$ cat src/rtl/envelope_pkg.sv
// Shared types and constants for the eight-voice ADSR envelope generator.
package envelope_pkg;

    localparam int unsigned LEVEL_W          = 16;
    localparam int unsigned N_VOICES_DEFAULT = 8;

    typedef enum logic [2:0] {
        ENV_IDLE,
        ENV_ATTACK,
        ENV_DECAY,
        ENV_SUSTAIN,
        ENV_RELEASE
    } env_state_t;

    typedef enum logic {
        SEQ_IDLE,
        SEQ_BUSY
    } seq_state_t;

    // Sustain setting occupies the top byte of the level range.
    function automatic logic [LEVEL_W-1:0] sustain_target(input logic [7:0] sustain_level);
        return {sustain_level, {(LEVEL_W-8){1'b0}}};
    endfunction

endpackage

$ cat src/rtl/envelope_step.sv
// Combinational single-voice ADSR update: gate edges first, then the per-state step.
module envelope_step
    import envelope_pkg::*;
(
    input  env_state_t         state,
    input  logic [LEVEL_W-1:0] level,
    input  logic               gate,
    input  logic               prev_gate,
    input  logic [LEVEL_W-1:0] attack_rate,
    input  logic [LEVEL_W-1:0] decay_rate,
    input  logic [7:0]         sustain_level,
    input  logic [LEVEL_W-1:0] release_rate,
    output env_state_t         next_state,
    output logic [LEVEL_W-1:0] next_level
);

    logic               rise;
    logic               fall;
    logic [LEVEL_W-1:0] sus_lvl;
    logic [LEVEL_W:0]   atk_sum;
    logic [LEVEL_W-1:0] atk_level;
    logic [LEVEL_W-1:0] dec_level;
    logic [LEVEL_W-1:0] rel_level;
    env_state_t         atk_state;
    env_state_t         dec_state;
    env_state_t         rel_state;

    always_comb begin
        rise      = gate & ~prev_gate;
        fall      = ~gate & prev_gate;
        sus_lvl   = sustain_target(sustain_level);
        atk_sum   = {1'b0, level} + {1'b0, attack_rate};
        atk_level = atk_sum[LEVEL_W-1:0];
        atk_state = ENV_ATTACK;
        dec_level = level - decay_rate;
        dec_state = ENV_DECAY;
        rel_level = level - release_rate;
        rel_state = ENV_RELEASE;

        if (atk_sum >= {1'b0, {LEVEL_W{1'b1}}}) begin
            atk_level = '1;
            atk_state = ENV_DECAY;
        end
        // Compare against the gap to the target so the subtraction never wraps.
        if ((level <= sus_lvl) || ((level - sus_lvl) <= decay_rate)) begin
            dec_level = sus_lvl;
            dec_state = ENV_SUSTAIN;
        end
        if (release_rate >= level) begin
            rel_level = '0;
            rel_state = ENV_IDLE;
        end
    end

    always_comb begin
        next_state = state;
        next_level = level;
        if (rise) begin
            next_state = atk_state;
            next_level = atk_level;
        end else if (fall && (state == ENV_ATTACK || state == ENV_DECAY || state == ENV_SUSTAIN)) begin
            next_state = rel_state;
            next_level = rel_level;
        end else begin
            case (state)
                ENV_IDLE: begin
                    next_level = '0;
                end
                ENV_ATTACK: begin
                    next_state = atk_state;
                    next_level = atk_level;
                end
                ENV_DECAY: begin
                    next_state = dec_state;
                    next_level = dec_level;
                end
                ENV_SUSTAIN: begin
                    next_level = sus_lvl;
                end
                ENV_RELEASE: begin
                    next_state = rel_state;
                    next_level = rel_level;
                end
                default: begin
                    next_state = ENV_IDLE;
                    next_level = '0;
                end
            endcase
        end
    end

endmodule

$ cat src/rtl/envelope_generator.sv
// Eight-voice ADSR envelope generator; one shared step unit walks the voices once per tick.
module envelope_generator
    import envelope_pkg::*;
#(
    parameter int unsigned N_VOICES = N_VOICES_DEFAULT
) (
    input  logic                clk,
    input  logic                reset,
    input  logic                tick,
    input  logic [N_VOICES-1:0] gate,
    input  logic [15:0]         attack_rate,
    input  logic [15:0]         decay_rate,
    input  logic [7:0]          sustain_level,
    input  logic [15:0]         release_rate,
    output logic [31:0]         voice_volumes [N_VOICES-1:0],
    output logic [N_VOICES-1:0] active,
    output logic                done,
    output logic                overrun
);

    localparam int unsigned     IDX_W    = (N_VOICES > 1) ? $clog2(N_VOICES) : 1;
    localparam logic [IDX_W-1:0] LAST_IDX = IDX_W'(N_VOICES - 1);

    env_state_t         voice_state [N_VOICES];
    logic [LEVEL_W-1:0] voice_level [N_VOICES];
    logic [N_VOICES-1:0] prev_gate;

    seq_state_t         seq_state;
    seq_state_t         seq_next;
    logic [IDX_W-1:0]   idx;
    logic [IDX_W-1:0]   idx_next;
    logic               done_next;

    env_state_t         step_state;
    logic [LEVEL_W-1:0] step_level;

    envelope_step u_step (
        .state         (voice_state[idx]),
        .level         (voice_level[idx]),
        .gate          (gate[idx]),
        .prev_gate     (prev_gate[idx]),
        .attack_rate   (attack_rate),
        .decay_rate    (decay_rate),
        .sustain_level (sustain_level),
        .release_rate  (release_rate),
        .next_state    (step_state),
        .next_level    (step_level)
    );

    always_comb begin
        seq_next  = seq_state;
        idx_next  = idx;
        done_next = 1'b0;
        case (seq_state)
            SEQ_IDLE: begin
                if (tick) begin
                    seq_next = SEQ_BUSY;
                    idx_next = '0;
                end
            end
            SEQ_BUSY: begin
                if (idx == LAST_IDX) begin
                    seq_next  = SEQ_IDLE;
                    done_next = 1'b1;
                end else begin
                    idx_next = idx + 1'b1;
                end
            end
            default: begin
                seq_next = SEQ_IDLE;
            end
        endcase
    end

    always_ff @(posedge clk) begin
        if (reset) begin
            seq_state <= SEQ_IDLE;
            idx       <= '0;
            done      <= 1'b0;
            overrun   <= 1'b0;
            prev_gate <= '0;
            for (int unsigned i = 0; i < N_VOICES; i++) begin
                voice_state[i] <= ENV_IDLE;
                voice_level[i] <= '0;
            end
        end else begin
            seq_state <= seq_next;
            idx       <= idx_next;
            done      <= done_next;
            if (tick && seq_state == SEQ_BUSY) begin
                overrun <= 1'b1;
            end
            if (seq_state == SEQ_BUSY) begin
                voice_state[idx] <= step_state;
                voice_level[idx] <= step_level;
                prev_gate[idx]   <= gate[idx];
            end
        end
    end

    // Outputs come straight from the per-voice registers, so they only move on that voice's update.
    always_comb begin
        active = '0;
        for (int unsigned i = 0; i < N_VOICES; i++) begin
            voice_volumes[i] = {{(32-LEVEL_W){1'b0}}, voice_level[i]};
            active[i]        = (voice_state[i] != ENV_IDLE);
        end
    end

endmodule

$ cat config.mk
export PLATFORM = sky130hd
export DESIGN_NAME = envelope_generator
export DESIGN_NICKNAME = d
export VERILOG_FILES = /design/src/rtl/envelope_pkg.sv /design/src/rtl/envelope_step.sv /design/src/rtl/envelope_generator.sv
export SDC_FILE = /design/constraint.sdc
export NUM_CORES = 1
export LEC_CHECK = 0
export CORE_MARGIN = 2
export CORE_UTILIZATION = 54
export DETAILED_ROUTE_END_ITERATION = 16
export PLACE_DENSITY = 0.93
export RECOVER_POWER = 25
export SYNTH_ARGS = -nofsm -noshare
export SYNTH_HDL_FRONTEND = slang
export SYNTH_SLANG_ARGS = --single-unit
$ cat constraint.sdc
create_clock -name clk -period 9.1 [get_ports clk]
set_input_delay 1.82 -clock clk [delete_from_list [all_inputs] [get_ports clk]]
set_output_delay 1.82 -clock clk [all_outputs]
set_load 0.1 [all_outputs]
==> flow_results.xml <==
<?xml version="1.0" encoding="UTF-8"?>
<metrics>
  <group name="floorplan">
    <metric name="fp.dieArea" unit="sq um">24000</metric>
    <metric name="die_width" unit="microns">155</metric>
    <metric name="die_extent_in_y" unit="microns">155</metric>
    <metric name="floorplan.core_area" unit="sq um">22500</metric>
    <metric name="ios" unit="">333</metric>
    <metric name="start_util" unit="%">54.6</metric>
    <metric name="rows" unit="">55</metric>
  </group>
  <group name="logic_synthesis">
    <metric name="mappedNetlistArea" unit="sq um">12300</metric>
    <metric name="yosysWarningCount" unit="">0</metric>
    <metric name="asyncSetResetFlopFracSynth" unit="%">0</metric>
    <metric name="synthTopCellsByArea" unit="">sky130_fd_sc_hd__edfxtp_1 (37%), sky130_fd_sc_hd__buf_4 (7.8%), sky130_fd_sc_hd__mux4_2 (7.0%), sky130_fd_sc_hd__ha_1 (6.7%), sky130_fd_sc_hd__nor2_1 (5.5%)</metric>
    <metric name="syn_area_per_cell" unit="sq um">10.1</metric>
    <metric name="netlist.area_leader.share" unit="%">37.1</metric>
    <metric name="yosys.area.top_type" unit="">sky130_fd_sc_hd__edfxtp_1</metric>
    <metric name="postSynth.topFlopCell" unit="">sky130_fd_sc_hd__edfxtp_1</metric>
    <metric name="synth.yosys.seq_area_share" unit="%">39.9</metric>
    <metric name="synth-edff-count" unit="">152</metric>
    <metric name="postSynthRegisterBits" unit="">169</metric>
    <metric name="yosysUniqueCellTypes" unit="">84</metric>
    <metric name="synthesis.instances" unit="">1211</metric>
  </group>
  <group name="outcome">
    <metric name="failed_checks" unit="">capacitance limit, slew limit</metric>
    <metric name="run_status" unit="">complete, but fails checks</metric>
  </group>
  <group name="sta">
    <metric name="min_period_over_period" unit="%">74.0</metric>
    <metric name="worst_pin_slew" unit="ns">1.66</metric>
    <metric name="timing.final.hold_violations" unit="">0</metric>
    <metric name="finalCriticalPeriod" unit="ns">6.73</metric>
    <metric name="tns" unit="ns">0</metric>
    <metric name="layout_setup_ws" unit="ns">2.37</metric>
    <metric name="setup_repair_after_global_routing_missed_its_margin" unit="">false</metric>
    <metric name="slew_headroom" unit="%">-10.6</metric>
    <metric name="clock_skew" unit="ns">0.0107</metric>
    <metric name="max_clock_freq" unit="GHz">0.149</metric>
    <metric name="slew_violations" unit="">21</metric>
    <metric name="finalSetupViolations" unit="">0</metric>
  </group>
  <group name="cts">
    <metric name="cts-root-to-sink-buffers" unit="">2</metric>
    <metric name="tritoncts_clock_tree" unit="">built</metric>
    <metric name="cts.sink_count" unit="">169</metric>
    <metric name="clk_pin_slew" unit="ns">0.06</metric>
    <metric name="number_of_buffers_created_by_cts" unit="">17</metric>
    <metric name="cts-htree-levels" unit="">4</metric>
    <metric name="post_cts.resized_instances" unit="">0</metric>
    <metric name="ctsHoldBuffers" unit="">0</metric>
    <metric name="post_cts_buffers" unit="">0</metric>
    <metric name="cell_chosen_for_the_clock_root" unit="">sky130_fd_sc_hd__clkbuf_16</metric>
    <metric name="insertion_delay" unit="ns">0.43</metric>
  </group>
  <group name="layout">
    <metric name="multi_input_comb_area" unit="sq um">6470</metric>
    <metric name="number_of_nets_at_the_end_of_the_flow" unit="">1527</metric>
    <metric name="final_layout_size_suffix_gt1_share" unit="%">9.41</metric>
    <metric name="area.sequential" unit="sq um">4910</metric>
    <metric name="area_growth_syn_to_layout" unit="%">19.1</metric>
    <metric name="diodes" unit="">0</metric>
    <metric name="filler_cell_count" unit="">1724</metric>
  </group>
  <group name="place">
    <metric name="place_worst_setup_slack" unit="ns">2.15</metric>
    <metric name="place.gp.congestion" unit="">0.992</metric>
    <metric name="port-buffer-count" unit="">204</metric>
    <metric name="place_hpwl" unit="microns">29000</metric>
  </group>
  <group name="drt">
    <metric name="drt-initial-drc-count" unit="">1604</metric>
    <metric name="finalWirelength" unit="microns">40200</metric>
    <metric name="initial_drt_pass_iterations" unit="">7</metric>
    <metric name="overall_via_count_from_detail_route" unit="">10600</metric>
    <metric name="final_antenna_net_count" unit="">0</metric>
    <metric name="via_per_inst" unit="">6.29</metric>
    <metric name="wl_per_cell" unit="microns">23.8</metric>
    <metric name="post-route-drc-count" unit="">0</metric>
  </group>
  <group name="global_routing">
    <metric name="remaining_overflow_grt" unit="">0</metric>
    <metric name="grt.met2_usage" unit="%">52.3</metric>
    <metric name="gr-usage-met3" unit="%">7.60</metric>
    <metric name="antenna_found_initial" unit="">0</metric>
    <metric name="gr-usage-all-layers" unit="%">32.6</metric>
    <metric name="gr-max-usage-layer" unit="">met2</metric>
    <metric name="first_global_vias" unit="">10200</metric>
    <metric name="grt_max_degree" unit="">43</metric>
    <metric name="grtUsageMet1" unit="%">42.8</metric>
    <metric name="first_pass_grt_wire_length" unit="microns">58900</metric>
  </group>
  <group name="pwr">
    <metric name="power.static_leakage" unit="nW">5.72</metric>
    <metric name="vdd_ir_drop_max" unit="mV">0.173</metric>
    <metric name="pwr_density_cell" unit="nW/um^2">196</metric>
  </group>
  <group name="setup_path">
    <metric name="critical_path.max_fanout" unit="">9</metric>
    <metric name="timing_worst_setup_path_type" unit="">input port to flip-flop</metric>
    <metric name="timing.critical_path.required" unit="ns">9.22</metric>
    <metric name="setup.worst_path.start_class" unit="">input port</metric>
    <metric name="crit_path_end_kind" unit="">flip-flop</metric>
    <metric name="arrival_time_of_the_worst_setup_path" unit="ns">6.85</metric>
  </group>
  <group name="hold_path">
    <metric name="hold_path_class" unit="">flip-flop to flip-flop</metric>
  </group>
  <group name="flow_run">
    <metric name="drv_cap" unit="">1</metric>
  </group>
</metrics>
-- worst max-delay path: stages --
cell and delay, ns:
sky130_fd_sc_hd__clkdlybuf4s50_1 0.54, sky130_fd_sc_hd__inv_1 0.11, sky130_fd_sc_hd__ha_1 0.32, sky130_fd_sc_hd__a21o_1 0.17
sky130_fd_sc_hd__a21o_1 0.19, sky130_fd_sc_hd__a21o_1 0.17, sky130_fd_sc_hd__a21oi_1 0.23, sky130_fd_sc_hd__o21bai_1 0.10
sky130_fd_sc_hd__a21oi_1 0.18, sky130_fd_sc_hd__xnor2_1 0.09, sky130_fd_sc_hd__ha_1 0.29, sky130_fd_sc_hd__nand4_1 0.12
sky130_fd_sc_hd__nor2_1 0.16, sky130_fd_sc_hd__a2111oi_0 0.14, sky130_fd_sc_hd__nor4_2 0.85, sky130_fd_sc_hd__a21oi_1 0.33
sky130_fd_sc_hd__a22o_1 0.33, sky130_fd_sc_hd__a211oi_2 0.60, sky130_fd_sc_hd__nor2_1 0.12
-- state kept, by name, indices dropped and copies added (netlist names), named ones only --
register,flops
overrun,1
seq_state,1
voice_level,128
voice_state,24
prev_gate,8
idx,3
done,1
-- path summary, 6_finish.rpt --
path | endpoint | from | cells after the start | slack [ns]
setup / recovery | voice_level[4][12] | sustain_level[1] | 19 | 2.37
hold / removal | overrun | overrun | 2 | 0.48
setup reg to reg | voice_level[4][12] | flip-flop | 14 | 2.66
hold reg to reg | overrun | overrun | 2 | 0.48
-- synth_stat cells, types with 8 or more instances --
library cell               instances
sky130_fd_sc_hd__nand3_1          21
sky130_fd_sc_hd__xor2_1           15
sky130_fd_sc_hd__o21ai_0          23
sky130_fd_sc_hd__or2_2            13
sky130_fd_sc_hd__or3_1            10
sky130_fd_sc_hd__a31o_2            8
sky130_fd_sc_hd__a21oi_1          61
sky130_fd_sc_hd__clkbuf_1         31
sky130_fd_sc_hd__mux2i_1          14
sky130_fd_sc_hd__buf_2            10
sky130_fd_sc_hd__inv_1            65
sky130_fd_sc_hd__buf_4           128
sky130_fd_sc_hd__a31oi_1          14
sky130_fd_sc_hd__nand2_1          43
sky130_fd_sc_hd__nand2b_1         11
sky130_fd_sc_hd__o22ai_1          14
sky130_fd_sc_hd__mux2_2           17
sky130_fd_sc_hd__o21a_1            8
sky130_fd_sc_hd__nor2b_1          20
sky130_fd_sc_hd__edfxtp_1        152
sky130_fd_sc_hd__mux4_2           38
sky130_fd_sc_hd__nor3_1           36
sky130_fd_sc_hd__ha_1             66
sky130_fd_sc_hd__dfxtp_1          17
sky130_fd_sc_hd__xnor2_1          27
sky130_fd_sc_hd__a21o_1           26
sky130_fd_sc_hd__nor2_1          180
-- power by group --
group	switching, W	total [W]	internal [W]
clock	0.000311	0.000726	0.000415
sequential	0.0000334	0.000914	0.000880
combinational	0.000906	0.00122	0.000318
total	0.00125	0.00286	0.00161
-- per-layer routing --
layer	routed length [microns]	part of all wire, %
met3	5270	13
met5	0	0
met4	1780	4.4
met1	14600	36
met2	18600	46
-- stage by stage --
stage	power, W	std cells	area [sq um]	hold WS [ns]	utilization, %
floorplan	0.00189	1338	12800	0.448	-
finish	0.00286	1688	14600	0.481	65.0
global route	0.00294	1688	14600	0.506	65.0
global placement	0.00210	1656	14100	0.451	62.4
CTS	0.00283	1688	14600	0.481	65.0
detailed placement	0.00212	1656	14100	0.463	62.4
-- cells by family (layout without fill, tap and decap cells) --
family | Yosys count | after routing | share of synthesized area (%)
xor+xnor | 42 | 42 | 2.99
mux | 69 | 69 | 9.66
fa+ha+maj | 71 | 71 | 7.45
compound gates | 241 | 241 | 14.0
simple gates | 378 | 378 | 14.6
flops | 169 | 169 | 39.9
buf+inv | 240 | 305 | 11.3
other cells | 1 | 128 | 0.0305
-- layout make-up --
| cell class | count | share of cell area [%] |
|---|---|---|
| timing repair buffer | 208 | 14.1 |
| clock inverter | 12 | 0.958 |
| clock buffer | 20 | 3.05 |
| sequential | 169 | 33.5 |
| multi-input combinational | 929 | 44.2 |
| tap | 285 | 2.44 |
| inverter | 65 | 1.67 |
-- cell usage in the layout, fill, tap and decap left out, types with 17 or more instances in the layout --
cell	synthesis	layout
sky130_fd_sc_hd__clkdlybuf4s50_1	0	202
sky130_fd_sc_hd__nor2_1	180	180
sky130_fd_sc_hd__inv_1	65	65
sky130_fd_sc_hd__mux4_2	38	38
sky130_fd_sc_hd__nor2b_1	20	20
sky130_fd_sc_hd__nand3_1	21	21
sky130_fd_sc_hd__mux2_2	17	17
sky130_fd_sc_hd__nor3_1	36	36
sky130_fd_sc_hd__conb_1	1	128
sky130_fd_sc_hd__o21ai_0	23	23
sky130_fd_sc_hd__nand2_1	43	43
sky130_fd_sc_hd__a21o_1	26	26
sky130_fd_sc_hd__edfxtp_1	152	152
sky130_fd_sc_hd__xnor2_1	27	27
sky130_fd_sc_hd__a21oi_1	61	61
sky130_fd_sc_hd__ha_1	66	66
sky130_fd_sc_hd__clkbuf_16	0	17
Power figures use the tool's default switching activity.
